==> config.mk <==
export PLATFORM = sky130hd
export DESIGN_NAME = game_ctrl
export DESIGN_NICKNAME = d
export VERILOG_FILES = /design/src/rtl/game_pkg.sv /design/src/rtl/game_brick_tracker.sv /design/src/rtl/game_ctrl.sv
export SDC_FILE = /design/constraint.sdc
export NUM_CORES = 1
export LEC_CHECK = 0
export CORE_UTILIZATION = 48
export CTS_BUF_LIST = sky130_fd_sc_hd__clkbuf_2 sky130_fd_sc_hd__clkbuf_4 sky130_fd_sc_hd__clkbuf_8
export CTS_CLUSTER_DIAMETER = 40
export DETAILED_ROUTE_END_ITERATION = 6
export HOLD_SLACK_MARGIN = 0.15
export PLACE_DENSITY = 0.79
export RECOVER_POWER = 25
export SETUP_SLACK_MARGIN = 0.3
export SLEW_MARGIN = 30
export SYNTH_ARGS = -nofsm -noshare
export SYNTH_HDL_FRONTEND = slang
export SYNTH_SLANG_ARGS = --single-unit
export TNS_END_PERCENT = 10
==> constraint.sdc <==
create_clock -name clk -period 2.1 [get_ports clk]
set_clock_uncertainty 0.15 [all_clocks]
set_input_delay 0.42 -clock clk [delete_from_list [all_inputs] [get_ports clk]]
set_output_delay 0.42 -clock clk [all_outputs]
set_load 0.005 [all_outputs]
==> src/rtl/game_pkg.sv <==
// Shared definitions for the brick-breaker game controller: state encoding
// and default playfield constants.
package game_pkg;

  typedef enum logic [2:0] {
    ST_IDLE  = 3'd0,
    ST_SERVE = 3'd1,
    ST_PLAY  = 3'd2,
    ST_MISS  = 3'd3,
    ST_CLEAR = 3'd4,
    ST_OVER  = 3'd5
  } state_t;

  localparam int         NUM_BRICKS = 25;
  localparam int         LIVES_INIT = 3;
  localparam logic [9:0] MISS_Y     = 10'd470;
  localparam int         SCREEN_H   = 480;

endpackage

==> src/rtl/game_brick_tracker.sv <==
// Brick wall state: owns the presence mask, qualifies erase strobes and
// flags when the wall is empty.
module brick_tracker
  import game_pkg::*;
#(
  parameter int NUM_BRICKS = game_pkg::NUM_BRICKS
) (
  input  logic                  clk,
  input  logic                  reset,
  input  logic                  i_fill,
  input  logic                  i_erase_en,
  input  logic [5:0]            i_e_pos,
  output logic [NUM_BRICKS-1:0] o_mask,
  output logic                  o_hit,
  output logic                  o_hit_last,
  output logic                  o_all_clear
);

  logic [NUM_BRICKS-1:0] r_mask;
  logic [NUM_BRICKS-1:0] w_sel;
  logic                  w_in_range;

  always_comb begin
    w_in_range  = 32'(i_e_pos) < NUM_BRICKS;
    w_sel       = w_in_range ? (NUM_BRICKS'(1) << i_e_pos) : '0;
    o_hit       = i_erase_en & (|(r_mask & w_sel));
    // hit that removes the only remaining brick
    o_hit_last  = o_hit & ~(|(r_mask & ~w_sel));
    o_all_clear = ~(|r_mask);
  end

  always_ff @(posedge clk or posedge reset) begin
    if (reset) begin
      r_mask <= '1;
    end else if (i_fill) begin
      r_mask <= '1;
    end else if (o_hit) begin
      r_mask <= r_mask & ~w_sel;
    end
  end

  assign o_mask = r_mask;

endmodule

==> src/rtl/game_ctrl.sv <==
// Game controller FSM: serve/play/miss/clear/over sequencing, lives and score.
// Optional AUTO_SERVE_EN: SERVE also proceeds to PLAY after SERVE_WAIT frames.
module game_ctrl
  import game_pkg::*;
#(
  parameter int         NUM_BRICKS = game_pkg::NUM_BRICKS,
  parameter int         LIVES_INIT = game_pkg::LIVES_INIT,
  parameter logic [9:0] MISS_Y     = game_pkg::MISS_Y,
  parameter int         SERVE_WAIT = 60
) (
  input  logic                  clk,
  input  logic                  reset,
  input  logic                  frame_tick,
  input  logic                  launch,
  input  logic                  erase_enable,
  input  logic [5:0]            e_pos,
  input  logic [9:0]            ball_y,
  output logic                  ball_reset,
  output logic                  ball_step,
  output logic [NUM_BRICKS-1:0] brick_mask,
  output logic [1:0]            lives,
  output logic [9:0]            score,
  output logic [2:0]            state,
  output logic                  game_over
);

  localparam int CW = (SERVE_WAIT > 1) ? $clog2(SERVE_WAIT) : 1;
  localparam logic [CW-1:0] CNT_LAST = CW'(SERVE_WAIT - 1);

  state_t          r_state;
  logic            r_ball_reset;
  logic            r_game_over;
  logic [1:0]      r_lives;
  logic [9:0]      r_score;
  logic [CW-1:0]   r_clear_cnt;
`ifdef AUTO_SERVE_EN
  logic [CW-1:0]   r_serve_cnt;
`endif

  logic w_init;
  logic w_refill;
  logic w_fill;
  logic w_erase_en;
  logic w_hit;
  logic w_hit_last;
  logic w_all_clear;
  logic w_miss;

  always_comb begin
    w_init     = ((r_state == ST_IDLE) || (r_state == ST_OVER)) && launch;
    w_refill   = (r_state == ST_CLEAR) && frame_tick && (r_clear_cnt == CNT_LAST);
    w_fill     = w_init || w_refill;
    w_erase_en = erase_enable && (r_state == ST_PLAY);
    w_miss     = frame_tick && (ball_y >= MISS_Y);
  end

  brick_tracker #(
    .NUM_BRICKS(NUM_BRICKS)
  ) u_bricks (
    .clk        (clk),
    .reset      (reset),
    .i_fill     (w_fill),
    .i_erase_en (w_erase_en),
    .i_e_pos    (e_pos),
    .o_mask     (brick_mask),
    .o_hit      (w_hit),
    .o_hit_last (w_hit_last),
    .o_all_clear(w_all_clear)
  );

  always_ff @(posedge clk or posedge reset) begin
    if (reset) begin
      r_state      <= ST_IDLE;
      r_ball_reset <= 1'b1;
      r_game_over  <= 1'b0;
      r_lives      <= 2'(LIVES_INIT);
      r_score      <= '0;
      r_clear_cnt  <= '0;
`ifdef AUTO_SERVE_EN
      r_serve_cnt  <= '0;
`endif
    end else begin
      if (w_hit && (r_score != '1)) begin
        r_score <= r_score + 10'd1;
      end
      case (r_state)
        ST_IDLE, ST_OVER: begin
          if (launch) begin
            r_state      <= ST_SERVE;
            r_ball_reset <= 1'b1;
            r_game_over  <= 1'b0;
            r_lives      <= 2'(LIVES_INIT);
            r_score      <= '0;
          end
        end
        ST_SERVE: begin
`ifdef AUTO_SERVE_EN
          if (launch || (frame_tick && (r_serve_cnt == CNT_LAST))) begin
            r_state      <= ST_PLAY;
            r_ball_reset <= 1'b0;
            r_serve_cnt  <= '0;
          end else if (frame_tick) begin
            r_serve_cnt  <= r_serve_cnt + CW'(1);
          end
`else
          if (launch) begin
            r_state      <= ST_PLAY;
            r_ball_reset <= 1'b0;
          end
`endif
        end
        ST_PLAY: begin
          // an erase that empties the wall this cycle outranks a coincident miss
          if (w_all_clear) begin
            r_state      <= ST_CLEAR;
            r_ball_reset <= 1'b1;
          end else if (w_miss && !w_hit_last) begin
            r_state      <= ST_MISS;
            r_ball_reset <= 1'b1;
            if (r_lives != 2'd0) begin
              r_lives <= r_lives - 2'd1;
            end
          end
        end
        ST_MISS: begin
          if (r_lives == 2'd0) begin
            r_state     <= ST_OVER;
            r_game_over <= 1'b1;
          end else begin
            r_state     <= ST_SERVE;
          end
        end
        ST_CLEAR: begin
          if (frame_tick) begin
            if (r_clear_cnt == CNT_LAST) begin
              r_clear_cnt <= '0;
              r_state     <= ST_SERVE;
            end else begin
              r_clear_cnt <= r_clear_cnt + CW'(1);
            end
          end
        end
        default: begin
          r_state      <= ST_IDLE;
          r_ball_reset <= 1'b1;
          r_game_over  <= 1'b0;
        end
      endcase
    end
  end

  assign ball_step  = (r_state == ST_PLAY) && frame_tick;
  assign ball_reset = r_ball_reset;
  assign game_over  = r_game_over;
  assign lives      = r_lives;
  assign score      = r_score;
  assign state      = r_state;

endmodule

==> After elaboration in Yosys (flattened, before gate mapping) <==
Index checks and enable logic that the tools add are counted.
{ "word_totals": {"regBits": 48, "latch_bits": 0, "ram_bits": 0, "rom_bits": 0, "input_bits": 21, "mem_count": 0} }
{ "op_classes": {"add_sub_neg": 3, "mul": 0, "div_mod_pow": 0, "magnitude_cmp": 2, "eq_ne": 16, "shift": 1, "muxes": 27, "bitwise_logic": 8, "reduce_logical": 27} }
{ "op_table": {"columns": ["op", "count"], "rows": [
  ["$mux W25", 3],
  ["$reduce_or A25 Y1", 3],
  ["$and A25 B25 Y25", 2],
  ["$mux W10", 3],
  ["$not A25 Y25", 1],
  ["$shl A1 B6 Y25 const A", 1],
  ["$mux W3", 7],
  ["$pmux W3 S5", 1],
  ["$add A10 B1 Y10 const B", 1],
  ["$ge A10 B9 Y1 const B", 1],
  ["$ne A10 B10 Y1 const B", 1],
  ["$reduce_and A5 Y1", 2],
  ["$logic_and A1 B1 Y1", 8],
  ["$mux W2", 4],
  ["$ne A2 B1 Y1 const B", 4],
  ["$ne A2 B2 Y1 const B", 4],
  ["$add A6 B1 Y6 const B", 1],
  ["$eq A3 B2 Y1 const B", 2],
  ["$eq A3 B3 Y1 const B", 2],
  ["$eq A6 B6 Y1 const B", 1],
  ["$lt A6 B5 Y1 const B", 1],
  ["$mux W6", 1],
  ["$reduce_bool A2 Y1", 3],
  ["$mux W1", 5],
  ["other kinds (17)", 22]
]} }

==> Longest topological paths before layout <==
Gate-level depths: netlist of run 1.
{ "depth": {"word_depth": 12, "mapped_depth": 10, "ltp_nobuf": 7} }

==> Modules after synthesis <==
A second synthesis of run 1 with hierarchy kept.
{ "hier_totals": {"hier_cells": 360, "hier_area_um2": 3244.4} }
{ "modules_own_cells": {"columns": ["module", "n_inst", "cells_each", "area_each_um2", "seq_area_each_um2"], "rows": [
  ["brick_tracker", 1, 210, 1795.5, 656.9],
  ["game_ctrl", 1, 150, 1448.9, 579.3]
]} }

==> Worst setup path before layout of run 1 <==
Ideal clock, no wire load.
{ "synth_timing": {"kind": "input to register", "from": "input e_pos[4]", "to": "register r_lives[0], in the netlist lives[0]", "setup_time_ps": 85, "arrival_ps": 2379, "slack_ps": -514, "path_stages": 9, "path_cell_list": "buf_6 > or4b_4 > buf_6 > o32ai_2 > o32ai_1 > nor4_2 > a31oi_1 > o22ai_2 > mux2_1"} }
{ "synth_between": {"elab_chain_len": 11, "elab_cells_between_ends": 15} }
{ "synth_lines": {"columns": ["element", "line", "text"], "rows": [
  ["start, declared", "game_ctrl.sv:16", "input logic [5:0] e_pos,"],
  ["$lt A6 B5 Y1 or $shl A1 B6 Y25 (tied branches)", "game_brick_tracker.sv:24, game_brick_tracker.sv:25", null],
  ["$mux W25 *", "game_brick_tracker.sv:25", "w_sel = w_in_range ? (NUM_BRICKS'(1) << i_e_pos) : '0;"],
  ["$not A25 Y25", "game_brick_tracker.sv:28", "o_hit_last = o_hit & ~(|(r_mask & ~w_sel));"],
  ["$and A25 B25 Y25", "game_brick_tracker.sv:28", null],
  ["$reduce_or A25 Y1", "game_brick_tracker.sv:28", null],
  ["$not A1 Y1", "game_brick_tracker.sv:28", null],
  ["$and A1 B1 Y1 *", "game_brick_tracker.sv:28", null],
  ["$logic_not A1 Y1 *", "game_ctrl.sv:117", "end else if (w_miss && !w_hit_last) begin"],
  ["$logic_and A1 B1 Y1 *", "game_ctrl.sv:117", null],
  ["$ne A2 B1 Y1 (no source line) *", null, null],
  ["$reduce_and A5 Y1 (no source line) *", null, null],
  ["end signal, assigned", "game_ctrl.sv:76", "r_lives <= 2'(LIVES_INIT);"],
  ["end signal, assigned", "game_ctrl.sv:92", "r_lives <= 2'(LIVES_INIT);"],
  ["end signal, assigned", "game_ctrl.sv:121", "r_lives <= r_lives - 2'd1;"],
  ["end, declared", "game_ctrl.sv:33", "logic [1:0] r_lives;"]
]} }
Every way passes the cells marked *; elsewhere a longest branch is shown, timed or not.
A chain may end at the register's enable or synchronous reset.

==> Final worst setup path of run 1 <==
Same ends and word-level chain as after synthesis.

==> results of run 1 <==
-- metrics by stage --
| step | area (sq um) | util | hold slack (ps) |
|---|---|---|---|
| 6_report | 4890 | 0.812 | 359 |
| 2_1_floorplan | 3130 | - | 295 |
| 3_5_place_dp | 4300 | 0.713 | 341 |
| 3_3_place_gp | 4300 | 0.713 | 319 |
| 5_1_grt | 4890 | 0.812 | 382 |
| 4_1_cts | 4690 | 0.778 | 318 |
-- cells in the final DEF, fill, tap and decap left out, drive strengths merged, types with 3 or more instances in the layout --
master / synthesis / routed
a21o: 10 / 10
a21oi: 12 / 12
a31oi: 4 / 4
and2: 4 / 4
buf: 12 / 97
clkbuf: 9 / 12
clkdlybuf4s15: 0 / 14
clkdlybuf4s50: 0 / 11
dfrtp: 20 / 20
dfstp: 28 / 28
dlygate4sd2: 0 / 20
dlymetal6s2s: 0 / 5
ha: 3 / 3
inv: 10 / 10
mux2: 4 / 4
mux2i: 4 / 4
nand2: 46 / 46
nand2b: 13 / 13
nand3: 12 / 12
nand3b: 4 / 4
nand4: 4 / 4
nor2: 26 / 26
nor2b: 6 / 6
nor3: 14 / 14
nor3b: 4 / 4
nor4: 9 / 9
o21ai: 33 / 33
o22ai: 3 / 3
o31ai: 5 / 5
o32ai: 11 / 11
or3: 8 / 8
or4b: 3 / 3
xor2: 4 / 4
-- per-layer routing --
| layer | global-route usage | share of wire | vias to the layer above | wire (um) |
|---|---|---|---|---|
| met2 | 0.490 | 0.46 | 247 | 5280 |
| met3 | 0.0589 | 0.095 | 60 | 1080 |
| met4 | 0.126 | 0.046 | 0 | 522 |
| met5 | 0 | 0 | - | 0 |
| met1 | 0.457 | 0.40 | 1693 | 4500 |
| li1 | - | - | 1568 | - |
-- worst max path at each step --
stage          slack (ps)  startpoint  cells after the start        to
4_1_cts              -450    e_pos[4]                      9  lives[0]
6_report             -550    e_pos[4]                     11  lives[0]
3_3_place_gp        -1050    e_pos[5]                      9  lives[1]
5_1_grt              -570    e_pos[5]                      9  lives[0]
3_5_place_dp        -1120    e_pos[4]                      9  lives[0]
2_1_floorplan        -460    e_pos[2]                      9  lives[0]
-- flip-flops by register name (all words and copies together) (netlist names) --
register         flops
state                3
r_clear_cnt          6
game_over            1
u_bricks.o_mask     25
ball_reset           1
score               10
lives                2
-- cells in the mapped netlist, drive strengths merged (2+ instances only) --
library cell,instances,area share
dfrtp,20,0.16
or4b,3,0.011
dfstp,28,0.24
nand4,4,0.010
or2,2,0.0041
nor4,9,0.020
xor2,4,0.011
mux2i,4,0.013
a22oi,2,0.0049
nand3b,4,0.0098
a31oi,4,0.0082
a41oi,2,0.0082
nor3,14,0.023
a211oi,2,0.0049
a21o,10,0.025
o32ai,11,0.034
inv,10,0.012
o22ai,3,0.010
o21ai,33,0.054
nand3,12,0.020
clkbuf,9,0.011
nand2b,13,0.027
nor2,26,0.032
ha,3,0.012
and2,4,0.0082
or3,8,0.016
nand4bb,2,0.0074
buf,12,0.027
mux2,4,0.015
o31ai,5,0.012
nor2b,6,0.012
nand2,46,0.056
a21oi,12,0.020
nor3b,4,0.0098
-- final cells by class --
cell class / instances / area (sq um) / area share
Multi-Input combinational cell: 271 / 2010 / 0.411
Inverter: 10 / 37.5 / 0.00767
Clock buffer: 6 / 82.6 / 0.0169
Clock inverter: 2 / 13.8 / 0.00281
Tap cell: 75 / 93.8 / 0.0192
Timing Repair Buffer: 155 / 1420 / 0.289
Sequential cell: 48 / 1240 / 0.253
-- power by group through the flow --
stage                     Sequential (W)  Clock, W  Combinational, W
after floorplan                  0.00111         0          0.000419
after global placement           0.00111         0          0.000808
after detailed placement         0.00111         0          0.000837
after CTS                        0.00110  0.000613          0.000862
after global routing             0.00111  0.000656          0.000988
final                            0.00111  0.000610          0.000927
-- cell families (layout without fill, tap and decap cells) --
group / Yosys count / after routing / synth area share
flip-flops: 48 / 48 / 0.404
buffers and inverters: 31 / 173 / 0.0503
AO/OA/AOI/OAI: 91 / 91 / 0.202
XOR/XNOR: 5 / 5 / 0.0143
adder cells (fa/ha/maj): 3 / 3 / 0.0123
multiplexers: 9 / 9 / 0.0352
AND/OR/NAND/NOR: 163 / 163 / 0.283
-- timing repair --
action,CTS,global route
resized for setup,138,62
pin swaps,21,8
gates cloned,1,0
setup buffers,12,5
setup endpoints to repair,81,67
==> reports/results.ini, run 1 <==
[synthesis]
avgSynthCellArea_sq_um = 8.74
ys_seq_area_frac = 0.404
synth_area_sq_um = 3060
synth_flop_cell = dfstp_2
yosysUniqueCellTypes = 59
ys.warnings.count = 0
synthArstFlopShare = 1.00
synth_nets = 374
synth-edff-count = 0
syn_inst = 350
ys_seq_elements = 48

[drt]
viasPerCell = 6.29
wl_mm = 11.4
wire_per_inst_um = 20.1
num_vias = 3568
drc = 0
ant_nets = 0
firstDrtPassIters = 5
drt_iter0_markers = 406

[setup_path]
path_class = in -> reg
r2r_cells = 8
cp-end-kind = flip-flop
cpPeakStageDelay_ps = 390
path_common_cell = buf_4
path_cells = buf_8 > buf_6 > buf_4 > nand4bb_2 > buf_4 > nor3_1 > o32ai_2 > nor4_2 > a31oi_1 > o22ai_2 > mux2_4
path_delay_family = simple AND/OR/NAND/NOR gates
regToRegSetupSlack_ps = -390
reg2reg_to = score[7]
cp.buffers_inverters = 4
path_max_fanout = 6
start_kind = input port
crit_slowest_cell = nor4_2
crit_arrival_ps = 2750
timing.rr.start = u_bricks.o_mask[0]
cp.required_ps = 2200

[global_routing]
grt_max_degree = 49
antenna_found_initial = 0
grt_pass1_vias = 3251
grt_pass1_wl_mm = 16.2
grt.overflow.total = 0
gr-usage-all-layers = 0.324

[cells_and_area]
antennaDiodeCount = 0
instances_no_fill = 567
area_delta_synth_final_pct = 59.9
n_fill_cell = 362
nets = 515
layout-drive-gt1-share = 0.415

[min_path]
worstHoldPathType = reg -> reg
hold_start = r_clear_cnt[5]
holdPathEnd = r_clear_cnt[5]
whs_path_depth = 1

[pwr]
p_clk_frac = 0.231
power.leakage_nw = 2.03
finalPower_w = 0.00264
internal_power_w = 0.00174
peakVddDrop_v = 0.000474
pwr-share-seq = 0.419
power.switching_w = 0.000903
p_comb_frac = 0.351
p_sw_frac = 0.342
pwr_density_cell_nw_per_um2 = 540

[timing]
layout_setup_ws_ps = -549
tightest_slew_ps = 1250
fmax_mhz = 377
period_share = 1.26
setup_viol = 40
slew_violations = 0
fin_crit_ps = 2650
grt_setup_unrepaired = yes
max-slew-margin-rel = 0.168
hold_violations = 0
setup_tns_ps = -8860

[clocking]
root_buffer = clkbuf_8
clk_pin_slew_ps = 100
cts_buffers = 5
clk_latency_ps = 310
cts_tree = yes
htreeDepth = 2
cts_sinks = 48
clk_path_buf_depth = 2
cts_hold_buffers = 0

[placed_design]
preCtsSetupSlack_ps = -1120
post-place-cells = 541
place_hpwl_mm = 7.01
gp_congestion = 0.964
port_buffers = 62

[outcome]
violations = setup timing
status = finished, violations left

[flow_run]
drv_cap = 0

[floorplan]
design.core.area_sq_um = 6030
die_area_sq_um = 6700
die_y_um = 81.9
rows = 28
start_util = 0.508
dieWidth_um = 81.9
io_pins = 64

Power figures use the tool's default switching activity.
==> run 2, diff against run 1 <==
--- a/config.mk
+++ b/config.mk
@@ -5,7 +5,7 @@
 export SDC_FILE = /design/constraint.sdc
 export NUM_CORES = 1
 export LEC_CHECK = 0
-export CORE_UTILIZATION = 48
+export CORE_UTILIZATION = 49
 export CTS_BUF_LIST = sky130_fd_sc_hd__clkbuf_2 sky130_fd_sc_hd__clkbuf_4 sky130_fd_sc_hd__clkbuf_8
 export CTS_CLUSTER_DIAMETER = 40
 export DETAILED_ROUTE_END_ITERATION = 6
@@ -16,5 +16,6 @@
 export SLEW_MARGIN = 30
 export SYNTH_ARGS = -nofsm -noshare
 export SYNTH_HDL_FRONTEND = slang
+export SYNTH_HIERARCHICAL = 1
 export SYNTH_SLANG_ARGS = --single-unit
 export TNS_END_PERCENT = 10
==> run 2 against run 1 <==
The run still ends with setup timing left; register-to-register slack got worse by 280 ps; critical endpoint is now state[2]; clock-buffer cell count shrank 1; worst hold slack lost 33 ps; flip-flop and latch count is the same; critical path type unchanged; die area is 3.7% higher; wire length grew 5.0%; total power increased by 50%; non-clock buffer count rose by 27; combinational power rose by 92%.
==> reports/results.ini, run 2 <==
[synthesis]
syn_inst = 360  ; +2.9%
synth_flop_cell = dfstp_2
yosysUniqueCellTypes = 67  ; +14%
ys_seq_area_frac = 0.381  ; -0.0229
synthArstFlopShare = 1.00  ; unchanged
ys.warnings.count = 6  ; +6
synth_top_area_frac = 0.227  ; -0.0136
ys_seq_elements = 48  ; unchanged
yosysMostFrequentCell = nor2_1
avgSynthCellArea_sq_um = 9.01  ; +3.1%
synth_nets = 384  ; +2.7%
synth_area_sq_um = 3240  ; +6.0%
synth_common_cells = nor2_1, dfstp_2, a31oi_1
synthTopCellsByArea = dfstp_2, dfrtp_1, nor2_1
synth-edff-count = 0  ; unchanged
synth_top_cell_by_area = dfstp_2

[drt]
wl_mm = 12.0  ; +5.0%
ant_nets = 0  ; unchanged
wire_per_inst_um = 19.8  ; -1.6%
drt_iter0_markers = 341  ; -16%
firstDrtPassIters = 5  ; unchanged
drc = 0  ; unchanged
viasPerCell = 6.20  ; -1.5%
num_vias = 3751  ; +5.1%

[clocking]
clk_path_buf_depth = 2  ; unchanged
clk_pin_slew_ps = 100  ; about the same
cts_tree = yes
htreeDepth = 2  ; unchanged
cts_sinks = 48  ; unchanged
clk_latency_ps = 320  ; about the same
cts_buffers = 5  ; unchanged
cts_hold_buffers = 0  ; unchanged
root_buffer = clkbuf_8

[min_path]
whs_path_depth = 2  ; +1
hold_start = ball_reset
worstHoldPathType = reg -> reg
holdPathEnd = ball_reset

[timing]
hold_violations = 0  ; unchanged
fin_crit_ps = 2790  ; +142 ps
setup_tns_ps = -11390  ; -2530 ps
slew_violations = 0  ; unchanged
fmax_mhz = 358  ; -5.1%
period_share = 1.33  ; +0.0674
tightest_slew_ps = 1280  ; +32.0 ps
grt_setup_unrepaired = yes
max-slew-margin-rel = 0.147  ; -0.0213
setup_viol = 40  ; unchanged
layout_setup_ws_ps = -691  ; -142 ps

[setup_path]
timing.rr.start = u_bricks/o_mask[4]
r2r_cells = 11  ; +3
reg2reg_to = state[2]
start_kind = input port
path_max_fanout = 7  ; +1
cp-end-kind = flip-flop
crit_arrival_ps = 2850  ; +100 ps
regToRegSetupSlack_ps = -670  ; -280 ps
cp.required_ps = 2160  ; -40 ps
path_class = in -> reg

[placed_design]
port_buffers = 62  ; unchanged
gp_congestion = 0.982  ; +1.9%
place_hpwl_mm = 8.25  ; +18%
post_dp_cell_area_sq_um = 4670  ; +8.6%

[cells_and_area]
largest_reg_flops = 25  ; unchanged
layout_common_cells = buf_4, nor2_1, dlymetal6s2s_1
final_cell_area_sq_um = 5270  ; +7.8%
antennaDiodeCount = 0  ; unchanged
nets = 551  ; +7.0%
area_delta_synth_final_pct = 62.5
final_common_cell = buf_4
layout-drive-gt1-share = 0.436  ; +0.0210

[floorplan]
start_util = 0.508  ; about the same
die_y_um = 83.4  ; +1.9%
rows = 29  ; +3.6%
io_pins = 64  ; unchanged
design.core.area_sq_um = 6390  ; +6.0%
die_area_sq_um = 6950  ; +3.7%
dieWidth_um = 83.4  ; +1.9%

[outcome]
violations = setup timing
status = finished, violations left

[pwr]
peakVddDrop_v = 0.000627  ; +32%
pwr_density_cell_nw_per_um2 = 750  ; +39%
power.leakage_nw = 2.21  ; +8.9%

[global_routing]
grt_util_met1 = 0.465  ; +0.00812
globalRouteMet2Util = 0.500  ; +0.00992
use_met3 = 0.0755  ; +0.0167
grt.overflow.total = 0  ; unchanged
grt_max_degree = 26  ; -47%
top_usage_layer = met2
grt_pass1_wl_mm = 18.0  ; +11%
grt_pass1_vias = 3563  ; +9.6%
antenna_found_initial = 0  ; unchanged
gr-usage-all-layers = 0.328  ; +0.00430

[flow_run]
drv_cap = 0  ; unchanged

==> run 2: cell count changes in the layout (fill, tap and decap cells not counted), moves of 10 or more <==
cell | previous run | this run
dlygate4sd2_1 | 20 | 10
nor2_1 | 26 | 48
clkdlybuf4s15_1 | 14 | 0
buf_4 | 61 | 96
a31oi_1 | 4 | 22
nand2_1 | 45 | 19
dlymetal6s2s_1 | 5 | 29
==> run 2: what timing repair did <==
item,CTS,global route
cloned,0,0
pin swaps,32,16
buffers inserted,14,1
endpoints found under the setup margin,84,76
gates resized for setup,71,70
==> run 2: stage by stage <==
step	setup WS [ps]	hold slack, ps	std cells	total power, W	util
after global placement	-1360	311	582	0.00289	0.731
after global routing	-765	366	605	0.00413	0.826
final	-691	326	605	0.00395	0.826
after CTS	-724	329	604	0.00384	0.792
after floorplan	-692	270	360	0.00213	-
after detailed placement	-1500	320	582	0.00295	0.731
==> run 2: how the worst max path moves through the flow <==
stage	startpoint	end	slack, ps
2_1_floorplan	e_pos[0]	state[2]	-690
3_3_place_gp	e_pos[0]	lives[0]	-1360
3_5_place_dp	e_pos[1]	lives[1]	-1500
4_1_cts	u_bricks/o_mask[8]	score[9]	-720
5_1_grt	u_bricks/o_mask[8]	score[8]	-760
6_report	e_pos[3]	state[2]	-690
==> run 2: layer usage <==
metal  part of all wire  vias to the layer above
li1                   -                     1678
met1               0.44                     1833
met2               0.45                      206
met4              0.024                        0
met5                  0                        -
met3              0.085                       34
==> run 2: critical path, cell delays in order <==
cell,delay (ps)
buf_2,100
buf_6,130
or4_4,550
buf_6,160
o31ai_4,220
nand4_1,160
nor4_2,310
and4_1,240
nand2b_4,170
o21bai_4,90
o21ai_2,150
o2bb2a_4,170
==> run 2: layout make-up <==
| type | instances | area, sq um |
|---|---|---|
| clock inverter | 3 | 68.8 |
| fill | 405 | 1110 |
| tap | 77 | 96.3 |
| multi-input combinational | 282 | 2090 |
| clock buffer | 5 | 68.8 |
| sequential | 48 | 1240 |
| inverter | 8 | 30.0 |
| timing repair buffer | 182 | 1680 |
==> run 2: power breakdown <==
| part | internal [W] | switching [W] | total, W |
|---|---|---|---|
| registers | 0.00116 | 0.000184 | 0.00134 |
| clock network | 0.000480 | 0.000355 | 0.000835 |
| logic | 0.000917 | 0.000859 | 0.00178 |
==> run 2: cells by family (layout without fill, tap and decap cells) <==
logic type,Yosys count,count (layout),share of synthesized area
AO/OA/AOI/OAI,87,87,0.189
XOR/XNOR,8,8,0.0216
adder cells (fa/ha/maj),3,3,0.0116
buffers and inverters,30,198,0.0513
flip-flops,48,48,0.381
multiplexers,13,13,0.0474
AND/OR/NAND/NOR,171,171,0.298
